File: config.mk
export PLATFORM = sky130hd
export DESIGN_NAME = hilo_div_seq
export DESIGN_NICKNAME = d
export VERILOG_FILES = /design/src/rtl/hilo_div_seq.sv
export SDC_FILE = /design/constraint.sdc
export NUM_CORES = 1
export LEC_CHECK = 0
export ABC_AREA = 1
export CAP_MARGIN = 20
export CORE_MARGIN = 5
export CORE_UTILIZATION = 40
export DETAILED_ROUTE_END_ITERATION = 8
export SLEW_MARGIN = 10
export SYNTH_ARGS = -nofsm -noshare
export SYNTH_HDL_FRONTEND = slang
export SYNTH_SLANG_ARGS = --single-unit
File: constraint.sdc
create_clock -name clk -period 4.3 [get_ports clk]
set_input_delay 0.43 -clock clk [delete_from_list [all_inputs] [get_ports clk]]
set_output_delay 0.43 -clock clk [all_outputs]
set_load 0.1 [all_outputs]
File: src/rtl/hilo_div_seq.sv
// Iterative restoring divider for MIPS DIV/DIVU.
// Produces {HI,LO} = {remainder, quotient} after one quotient bit per cycle.
module hilo_div_seq #(
    parameter int DATA_W = 32
) (
    input  logic                  clk,
    input  logic                  rst,
    input  logic                  start_i,
    input  logic                  signed_i,
    input  logic [DATA_W-1:0]     opdata1_i,
    input  logic [DATA_W-1:0]     opdata2_i,
    input  logic                  annul_i,
    output logic                  busy_o,
    output logic                  ready_o,
    output logic [2*DATA_W-1:0]   result_o
);

    localparam int CW = $clog2(DATA_W);
    localparam logic [CW-1:0] LAST = CW'(DATA_W - 1);

    typedef enum logic [1:0] {IDLE, BUSY, DONE} state_t;

    state_t              state, state_next;
    logic [CW-1:0]       count;
    logic [DATA_W-1:0]   rem;
    logic [DATA_W-1:0]   dvd;
    logic [DATA_W-1:0]   dvs;
    logic                neg_quo, neg_rem;

    logic                launch, div_zero;
    logic [DATA_W-1:0]   abs1, abs2;
    logic [DATA_W:0]     shifted, diff;
    logic [DATA_W-1:0]   quo_fix, rem_fix;

    assign launch   = start_i && !annul_i;
    assign div_zero = (opdata2_i == '0);

    // Magnitudes stay DATA_W-bit unsigned, so |-2^(W-1)| is representable.
    assign abs1 = (signed_i && opdata1_i[DATA_W-1]) ? -opdata1_i : opdata1_i;
    assign abs2 = (signed_i && opdata2_i[DATA_W-1]) ? -opdata2_i : opdata2_i;

    assign shifted = {rem, dvd[DATA_W-1]};
    assign diff    = shifted - {1'b0, dvs};

    assign quo_fix  = neg_quo ? -dvd : dvd;
    assign rem_fix  = neg_rem ? -rem : rem;
    assign result_o = ready_o ? {rem_fix, quo_fix} : '0;

    always_ff @(posedge clk) begin
        if (rst) state <= IDLE;
        else     state <= state_next;
    end

    always_comb begin
        state_next = state;
        busy_o     = 1'b0;
        ready_o    = 1'b0;
        case (state)
            IDLE: begin
                if (launch) state_next = div_zero ? DONE : BUSY;
            end
            BUSY: begin
                busy_o = 1'b1;
                if (annul_i || !start_i) state_next = IDLE;
                else if (count == LAST)  state_next = DONE;
            end
            DONE: begin
                ready_o = 1'b1;
                if (annul_i || !start_i) state_next = IDLE;
            end
            default: state_next = IDLE;
        endcase
    end

    // dvd shifts the dividend out MSB first while quotient bits shift in behind it.
    always_ff @(posedge clk) begin
        if (rst) begin
            count   <= '0;
            rem     <= '0;
            dvd     <= '0;
            dvs     <= '0;
            neg_quo <= 1'b0;
            neg_rem <= 1'b0;
        end else begin
            case (state)
                IDLE: begin
                    if (launch) begin
                        count <= '0;
                        rem   <= '0;
                        if (div_zero) begin
                            dvd     <= '0;
                            dvs     <= '0;
                            neg_quo <= 1'b0;
                            neg_rem <= 1'b0;
                        end else begin
                            dvd     <= abs1;
                            dvs     <= abs2;
                            neg_quo <= signed_i && (opdata1_i[DATA_W-1] ^ opdata2_i[DATA_W-1]);
                            neg_rem <= signed_i && opdata1_i[DATA_W-1];
                        end
                    end
                end
                BUSY: begin
                    count <= count + CW'(1);
                    rem   <= diff[DATA_W] ? shifted[DATA_W-1:0] : diff[DATA_W-1:0];
                    dvd   <= {dvd[DATA_W-2:0], ~diff[DATA_W]};
                end
                default: ;
            endcase
        end
    end

endmodule
==> results of run 1 <==
[worst register-to-register path, cell delays in order (launching register included)]
cell	delay (ns)
dfxtp_1	0.31
inv_1	0.10
ha_1	0.25
fa_1	0.41
inv_1	0.12
nand2_1	0.06
nand2_1	0.11
nand3_1	0.10
nand2_2	0.13
nand2_2	0.07
nand2_4	0.09
nand2_4	0.08
nand3_4	0.30
nand2_8	0.29
nand2_1	0.15
nand3_1	0.07
a21oi_1	0.16
[worst paths after layout]
| check | cells after the start | from | slack [ns] | to |
|---|---|---|---|---|
| worst max-delay path | 5 | state[1]$_SDFFE_PP0P_ | 0.74 | result_o[39] |
| worst min-delay path | 2 | dvs[2]$_SDFFE_PP0P_ | 0.47 | dvs[2]$_SDFFE_PP0P_ |
| worst max register to register | 16 | dvd[31]$_SDFFE_PP0P_ | 1.43 | rem[0]$_SDFFE_PP0P_ |
| worst min register to register | 2 | dvs[2]$_SDFFE_PP0P_ | 0.47 | dvs[2]$_SDFFE_PP0P_ |
[registers in the layout (all words and copies together) (netlist names)]
| register | flops |
|---|---|
| count | 5 |
| dvd | 32 |
| dvs | 32 |
| neg_quo | 1 |
| neg_rem | 1 |
| rem | 32 |
| state | 2 |
[through the flow]
stage          hold WS [ns]  cell area (sq um)  utilization [%]
6_report              0.470              12700             47.0
5_1_grt               0.486              12700             47.0
4_1_cts               0.471              12700             47.0
3_5_place_dp          0.459              12400             45.9
3_3_place_gp          0.453              12400             45.9
2_1_floorplan         0.436              11000                -
[layout by cell type (no fill, tap or decap), types with 14 or more instances in the layout]
| cell | synthesis | layout |
|---|---|---|
| o22ai_1 | 27 | 27 |
| nand3_1 | 165 | 165 |
| nor2_1 | 189 | 187 |
| inv_2 | 26 | 26 |
| a21oi_1 | 152 | 152 |
| nand3b_1 | 14 | 14 |
| xnor2_1 | 17 | 17 |
| o21ai_0 | 71 | 71 |
| nand2_1 | 484 | 484 |
| nand2_2 | 27 | 27 |
| nand3_2 | 23 | 23 |
| a21oi_2 | 22 | 22 |
| inv_1 | 286 | 286 |
| ha_1 | 38 | 38 |
| nor3_1 | 37 | 37 |
| xor2_1 | 25 | 25 |
| dfxtp_1 | 105 | 105 |
| buf_4 | 2 | 67 |
| nand4_1 | 26 | 26 |
| clkdlybuf4s50_1 | 0 | 77 |
[area by class of cell]
cell class / count / area, sq um
fillers: 2928 / 14300
multi-input cells: 1425 / 7410
flip-flops and latches: 105 / 2100
repair buffers: 144 / 1270
inverters: 312 / 1170
well taps: 341 / 427
clock buffers: 9 / 225
clock inverters: 6 / 51.3
[routing by layer]
metal  track usage [%]  vias to the layer above  part of all wire, %
li1                  -                     6326                    -
met1              34.7                     5524                   49
met2              36.2                      341                   43
met3              2.76                       60                  5.3
met4              8.22                        0                  3.4
met5                 0                        -                    0
[cells by family (layout without fill, tap and decap cells)]
group,Yosys count,after routing
XOR/XNOR,42,42
flip-flops,105,105
buffers and inverters,372,471
adder cells (fa/ha/maj),39,39
AND/OR/NAND/NOR,1018,1018
AO/OA/AOI/OAI,326,326
==> results.md, run 1 <==
- Post-Layout Cell Count: 2342
- Final worst path period need: 3.56 ns
- Pre-antenna DRT Iters: 6
- Arrival time worst endpoint: 3.13 ns
- RSZ-0062 raised after global routing: false
- Port-buffer cells: 134
- Main synth FF type: dfxtp_1
- Mapped Area: 11000 sq um
- Critical setup path kind: reg -> out
- Hold Crit Class: reg -> reg
- Fin. max-slew vios: 0
- Initial Utilization: 40.7%
- Cts bufs inserted: 9
- N_diodes: 0
- CTS clk-pin slew, worst paths: 0.08 ns
- Crit-path leading delay family: buffers and inverters
- CTS Hold Bufs: 0
- XOR/XNOR Fraction of Synth Area: 3.36%
- GRT Total Usage: 23.7%
- Top Ports: 135
- FP Rows: 60
- CTS sink cnt: 105
- CP Max Fanout: 18
- #FFs+latches synth: 105
- CP Data Required Time: 3.87 ns
- Largest family of logic cells by synthesized area: simple AND/OR/NAND/NOR gates
- Syn Area/Cell: 5.76 sq um
- Area growth from synthesis to layout: 15.5%
- Antenna violations before repair: 0
- Mux cell area share after synthesis: 0%
- Die Width: 176 microns
- Max_slew headroom: 31.8%
- Post-synth top area share: 19.2%
- Status: completed
- H-Tree Depth: 3
- Slew @ Worst Pin: 1.02 ns
- Post-synthesis sequential area ratio: 19.2%
- CTS tree: built
- YS warnings: 0
- Post-Synth Adder-Cell Area: 4.52%
- Layout Skew: 0.0165 ns
- Root Driver: clkbuf_16
- Count of flip-flops with a built-in enable after synthesis: 0
- Clock Path Buffers: 2
- Most frequent cells after synthesis: nand2_1 (484), inv_1 (286), nor2_1 (189), nand3_1 (165), a21oi_1 (152)
- Clk Latency, worst-skew pair: 0.37 ns
- Post-CTS setup repair buffer count: 0
- Number of global-route vias before repair: 11300
- Detailed router's first-iteration violation count: 1037
- Fmax: 0.281 GHz
- Post-Synthesis Cells: 1902
- CP Launch Type: flip-flop
- WL/cell: 16.0 microns
- Simple-gate area share of the yosys netlist: 42.7%
- Final hold violation count: 0
- Nets: 2105
- Slowest-stage cell, CP: clkdlybuf4s50_1
- Cell total after placement: 2327
- Slowest stage delay, CP: 1.18 ns
- Most numerous cell in the Yosys netlist: nand2_1
- Place WS: 1.15 ns
- TNS Setup: 0 ns
- WP buf/inv: 3
- Residual DRC: 0
- GR Overflow Total: 0
- Vias per inst: 5.23
- Post-synth ARST share: 0%
- Compound-gate portion of the synthesized area: 17.0%
- Layout cell share with drive strength beyond 1: 11.3%
- Number of max-cap violations: 0
- First-pass GRT wire length: 59800 microns
- RePlAce Congestion: 0.934
- Yosys top cell by area: dfxtp_1
- Unique masters post-synth: 47
- Die Span Y: 176 microns
- Core area: 27000 sq um
- Ranking of synthesized cells by area: dfxtp_1 (19%), nand2_1 (17%), inv_1 (9.8%), nand3_1 (7.5%), a21oi_1 (6.9%)
- Hpwl dp: 29700 microns
- Final worst slack: 0.741 ns
- Die footprint: 30800 sq um
- Critical Path Sink Type: output port
- Final ANT Viol Nets: 0
- Post-CTS Resized: 0
- Final cycle utilization of the critical path: 82.8%
- Cells along the critical path: inv_1 > nor2_4 > inv_2 > nor3_1 > clkdlybuf4s50_1
- Final WL: 37400 microns
- Maximum number of pins on one net before global-route repair: 66
- Via count: 12300
- Net Count, Synth: 2010
- Final Setup Violations: 0
Power of run 1 is left out: the tool's default activity adds up to more than one toggle a clock period on the data nets, which glitch-free logic cannot reach.
==> run 2, diff against run 1 <==
==> constraint.sdc (replaced) <==
create_clock -name clk -period 3.15 [get_ports clk]
set_input_delay 0.315 -clock clk [delete_from_list [all_inputs] [get_ports clk]]
set_output_delay 0.315 -clock clk [all_outputs]
set_load 0.1 [all_outputs]
==> run 2 against run 1 <==
Net effect:
- clock skew fell by 0.00052 ns
- hold slack lost 0.080 ns
- via count grew 1.4%
- global-route usage up 0.85 points
- highest routed layer unchanged
==> results.md, run 2 (synthesis results as in run 1) <==
- Clock Path Buffers: 2 (unchanged)
- GR Overflow Total: 0 (unchanged)
- Final WL: 38500 microns (+2.8%)
- Vias per inst: 5.26 (+0.61%)
- Worst r2r src: dvd[31]$_SDFFE_PP0P_
- Top Ports: 135 (unchanged)
- RePlAce Congestion: 0.933 (about the same)
- Port-buffer cells: 134 (unchanged)
- Pre-antenna DRT Iters: 5 (-1)
- Layout cell share with drive strength beyond 1: 14.2% (+2.9 points)
- Area used by multi-input combinational logic: 7550 sq um (+1.9%)
- Final Cell Area: 13400 sq um (+5.9%)
- Cells along the critical path: inv_1 > ha_1 > nand3_1 > nor2_2 > nand2_1 > nor2_4 > nand2_2 > o21ai_4 > o211ai_1 > o21ai_1 > nand2_1 > nor2_2 > buf_12
- R2R Setup Slk: 0.43 ns (-1.00 ns)
- Initial Utilization: 40.7% (unchanged)
- WL/cell: 16.3 microns (+2.0%)
- Root Driver: clkbuf_16
- H-Tree Depth: 3 (unchanged)
- Die Span Y: 176 microns (unchanged)
- Detailed router's first-iteration violation count: 1193 (+15%)
- CTS sink cnt: 105 (unchanged)
- Arrival time worst endpoint: 2.62 ns (-0.51 ns)
- First-pass GRT wire length: 61800 microns (+3.4%)
- Fmax: 0.341 GHz
- Leading cell types in the layout, fill and taps excluded: nand2_1 (484), inv_1 (284), nor2_1 (177)
- Fin. max-slew vios: 0 (unchanged)
- GRT Total Usage: 24.6% (+0.85 points)
- Nets: 2122 (+0.81%)
- Critical Path Sink Type: output port
- Layout Skew: 0.0160 ns (-0.000523 ns)
- Die Width: 176 microns (unchanged)
- Antenna violations before repair: 0 (unchanged)
- Core area: 27000 sq um (unchanged)
- Min-Delay Path Depth: 2 (unchanged)
- WHS Endpoint: dvd[5]$_SDFFE_PP0P_
- TNS Setup: 0 ns (unchanged)
- Leading cell type in the layout, fill and taps excluded: nand2_1
- Final worst path period need: 2.93 ns
- WP buf/inv: 2 (-1)
- Cts bufs inserted: 9 (unchanged)
- Final cycle utilization of the critical path: 93.1%
- Die footprint: 30800 sq um (unchanged)
- Status: completed
- Critical setup path kind: reg -> out
- N_diodes: 0 (unchanged)
- CP Max Fanout: 4 (-14)
- CP Data Required Time: 2.83 ns (-1.04 ns)
- Slowest-stage cell, CP: dfxtp_1
- Worst hold margin: 0.390 ns (-0.0802 ns)
- Post-Place Cell Area: 13100 sq um (+5.5%)
- Hpwl dp: 30500 microns (+2.6%)
- Clk Latency, worst-skew pair: 0.36 ns (about the same)
- Residual DRC: 0 (unchanged)
- Top flop regs: dvd: 32 flops, dvs: 32 flops, rem: 32 flops
- Max_slew headroom: 42.4% (+11 points)
- Fill cells: 2774 (-5.3%)
- R2R depth: 17 (+1)
- FP Rows: 60 (unchanged)
- Hold Startpoint: rst
- Via count: 12400 (+1.4%)
- Final hold violation count: 0 (unchanged)
- Final ANT Viol Nets: 0 (unchanged)
- Slew @ Worst Pin: 0.862 ns (-0.158 ns)
- RSZ-0062 raised after global routing: false
- Area growth from synthesis to layout: 22.3%
- CP Launch Type: flip-flop
- Hold Crit Class: in -> reg
- R2R Path End: rem[29]$_SDFFE_PP0P_
- CTS tree: built
- Crit-path leading delay family: simple AND/OR/NAND/NOR gates
- Number of max-cap violations: 0 (unchanged)
- Number of global-route vias before repair: 11800 (+4.3%)
- Slowest stage delay, CP: 0.32 ns (-0.86 ns)
- Maximum number of pins on one net before global-route repair: 47 (-29%)
- Final Setup Violations: 0 (unchanged)
- Storage element area: 2100 sq um (unchanged)
- CTS clk-pin slew, worst paths: 0.08 ns (about the same)
run 2: area by class of cell:
type	instances	area share [%]
multi-input combinational	1425	56.3
sequential	105	15.7
timing repair buffer	161	14.0
inverter	312	8.74
tap	341	3.18
clock buffer	10	1.71
clock inverter	6	0.383
run 2: routing by layer:
layer / wire length, microns / GRT usage [%] / up-vias / part of all wire (%)
met3: 2060 / 2.76 / 38 / 5.4
li1: - / - / 6350 / -
met2: 17200 / 39.5 / 384 / 45
met5: 0 / 0 / - / 0
met4: 710 / 5.69 / 0 / 1.8
met1: 18500 / 35.5 / 5648 / 48
run 2: worst max-delay path by stage:
stage                        start  slack (ns)  depth (start not counted)           end
2_1_floorplan  rem[0]$_SDFFE_PP0P_        0.01                          8  result_o[42]
3_3_place_gp   rem[0]$_SDFFE_PP0P_        0.26                         10  result_o[62]
3_5_place_dp   rem[0]$_SDFFE_PP0P_        0.19                         10  result_o[62]
4_1_cts        rem[0]$_SDFFE_PP0P_        0.04                         14  result_o[60]
5_1_grt        rem[2]$_SDFFE_PP0P_       0.006                         13  result_o[49]
6_report       dvd[1]$_SDFFE_PP0P_        0.22                         13  result_o[30]
run 2: what timing repair did:
item	CTS	global route
setup buffers	1	3
setup endpoints to repair	6	11
pin swaps	1	4
gates resized for setup	1	8
hold buffers	0	0
run 2: metrics by stage:
step,worst slack [ns],utilization (%),std cells
floorplan,0.0132,-,1902
global placement,0.259,48.4,2340
detailed placement,0.185,48.4,2340
CTS,0.0357,49.5,2357
global route,0.00629,49.7,2360
finish,0.219,49.7,2360
Power of run 2 is left out for the same reason.
==> run 3, diff against run 2 <==
--- a/config.mk
+++ b/config.mk
@@ -9,7 +9,9 @@
 export CAP_MARGIN = 20
 export CORE_MARGIN = 5
 export CORE_UTILIZATION = 40
+export CTS_BUF_LIST = sky130_fd_sc_hd__clkbuf_4 sky130_fd_sc_hd__clkbuf_8
 export DETAILED_ROUTE_END_ITERATION = 8
+export GPL_ROUTABILITY_DRIVEN = 0
 export SLEW_MARGIN = 10
 export SYNTH_ARGS = -nofsm -noshare
 export SYNTH_HDL_FRONTEND = slang
==> run 3 against run 2 <==
Net effect:
- worst setup slack got worse by 0.062 ns
- clock-buffer cell count rose by 1
- final cell count fell by 0.17%
- non-clock buffer count fell by 4
- flip-flop and latch count did not move
- sequential share of layout area rose by 0.13 points
- register-to-register slack got worse by 0.08 ns
- hold slack got worse by 0.071 ns
- clock skew rose by 0.0035 ns
- first-iteration DRC count fell by 16%
- via count fell by 0.35%
- critical endpoint is now result_o[26]
==> results.md, run 3 (synthesis results as in run 1) <==
- Core area: 27000 sq um (unchanged)
- Pre-antenna DRT Iters: 6 (+1)
- Nets: 2118 (-0.19%)
- Status: completed
- GRT Total Usage: 23.8% (-0.80 points)
- Critical setup path kind: reg -> out
- Slew @ Worst Pin: 0.880 ns (+0.0175 ns)
- CTS tree: built
- Max_slew headroom: 41.2% (-1.2 points)
- Final hold violation count: 0 (unchanged)
- Die Width: 176 microns (unchanged)
- Cts bufs inserted: 9 (unchanged)
- CTS clk-pin slew, worst paths: 0.11 ns (+0.03 ns)
- First-pass GRT wire length: 59700 microns (-3.4%)
- Critical Path Sink Type: output port
- Final WL: 37600 microns (-2.2%)
- GR Overflow Total: 0 (unchanged)
- Place WS: 0.251 ns (+0.0652 ns)
- Port-buffer cells: 134 (unchanged)
- Top flop regs: dvd: 32 flops, dvs: 32 flops, rem: 32 flops
- Area growth from synthesis to layout: 21.3%
- Final worst path period need: 2.99 ns (+0.0617 ns)
- Met2 usage: 38.2% (-1.4 points)
- Number of global-route vias before repair: 11300 (-4.2%)
- R2R Setup Slk: 0.35 ns (-0.08 ns)
- Number of max-cap violations: 0 (unchanged)
- Met3 Usage GRT: 2.58% (-0.17 points)
- Die Span Y: 176 microns (unchanged)
- Arrival time worst endpoint: 2.68 ns (+0.06 ns)
- Gr busiest metal: met2
- Antenna violations before repair: 0 (unchanged)
- TNS Setup: 0 ns (unchanged)
- FP Rows: 60 (unchanged)
- CP Launch Type: flip-flop
- Hpwl dp: 29900 microns (-2.0%)
- Final Setup Violations: 0 (unchanged)
- Layout cell share with drive strength beyond 1: 14.2% (+0.028 points)
- Root Driver: clkbuf_8
- Via count: 12400 (-0.35%)
- CTS Hold Bufs: 0 (unchanged)
- Die footprint: 30800 sq um (unchanged)
- Residual DRC: 0 (unchanged)
- N_diodes: 0 (unchanged)
- Final cycle utilization of the critical path: 95.0% (+2.0 points)
- Top Ports: 135 (unchanged)
- Fill cells: 2811 (+1.3%)
- Final Util: 49.3% (-0.41 points)
- Initial Utilization: 40.7% (unchanged)
- Final worst slack: 0.157 ns (-0.0617 ns)
- CP Max Fanout: 4 (unchanged)
- Maximum number of pins on one net before global-route repair: 47 (unchanged)
- CTS sink cnt: 105 (unchanged)
- WL/cell: 16.0 microns (-2.1%)
- Met1 usage: 34.3% (-1.2 points)
- Leading cell type in the layout, fill and taps excluded: nand2_1
- Detailed router's first-iteration violation count: 1006 (-16%)
- H-Tree Depth: 3 (unchanged)
- Leading cell types in the layout, fill and taps excluded: nand2_1 (483), inv_1 (285), nor2_1 (175)
- CP Data Required Time: 2.83 ns (about the same)
- Final ANT Viol Nets: 0 (unchanged)
- Vias per inst: 5.25 (-0.19%)
- Clk Latency, worst-skew pair: 0.40 ns (+0.04 ns)
- Fin. max-slew vios: 0 (unchanged)
- Clock Path Buffers: 2 (unchanged)
- Fmax: 0.334 GHz (-2.1%)
- Hold Crit Class: in -> reg
- Layout Skew: 0.0195 ns (+0.00350 ns)
[run 3: changes by cell type in the layout (fill, tap and decap cells not counted), sizes merged]
| cell | previous run | this run |
|---|---|---|
| clkinvlp | 2 | 1 |
| clkinv | 2 | 1 |
| buf | 94 | 90 |
| clkbuf | 10 | 11 |
| inv | 314 | 315 |
[run 3: routing by layer]
metal	share of wire, %	up-vias
met4	2.0	0
met1	48	5637
li1	-	6340
met2	44	363
met5	0	-
met3	5.3	36
[run 3: final cells by class]
type	instances	area [sq um]	share of cell area (%)
multi-input cells	1425	7560	56.8
repair buffers	157	1850	13.9
flip-flops and latches	105	2100	15.8
inverters	312	1170	8.81
well taps	341	427	3.21
clock inverters	5	45.0	0.339
clock buffers	11	145	1.09
[run 3: timing repair]
action / CTS / global route
resized for setup: 1 / 11
setup endpoints to repair: 6 / 15
buffers inserted: 1 / 3
pin swaps: 1 / 5
hold endpoints to repair: 0 / 0
[run 3: worst paths after layout]
check | startpoint | depth (start not counted) | end
setup / recovery | dvd[0]$_SDFFE_PP0P_ | 13 | result_o[26]
hold / removal | rst | 2 | dvd[19]$_SDFFE_PP0P_
setup reg to reg | dvd[31]$_SDFFE_PP0P_ | 17 | rem[31]$_SDFFE_PP0P_
hold reg to reg | dvs[10]$_SDFFE_PP0P_ | 2 | dvs[10]$_SDFFE_PP0P_
[run 3: worst max-delay path: stages (launching register included)]
cell and delay [ns]:
dfxtp_1 0.32, inv_1 0.13, ha_1 0.19, nand3_1 0.11, nor2_2 0.14, nand2_1 0.12, nor2_4 0.14, nand2_2 0.10
o21ai_2 0.20, o211ai_1 0.19, buf_4 0.20, o21ai_0 0.19, a21oi_2 0.07, buf_12 0.17
[run 3: metrics by stage]
step	cells	area (sq um)	hold WS (ns)
6_report	2356	13300	0.319
3_3_place_gp	2336	13000	0.453
2_1_floorplan	1902	11100	0.436
3_5_place_dp	2336	13000	0.459
4_1_cts	2353	13200	0.308
5_1_grt	2356	13300	0.324
Power of run 3 is left out for the same reason.
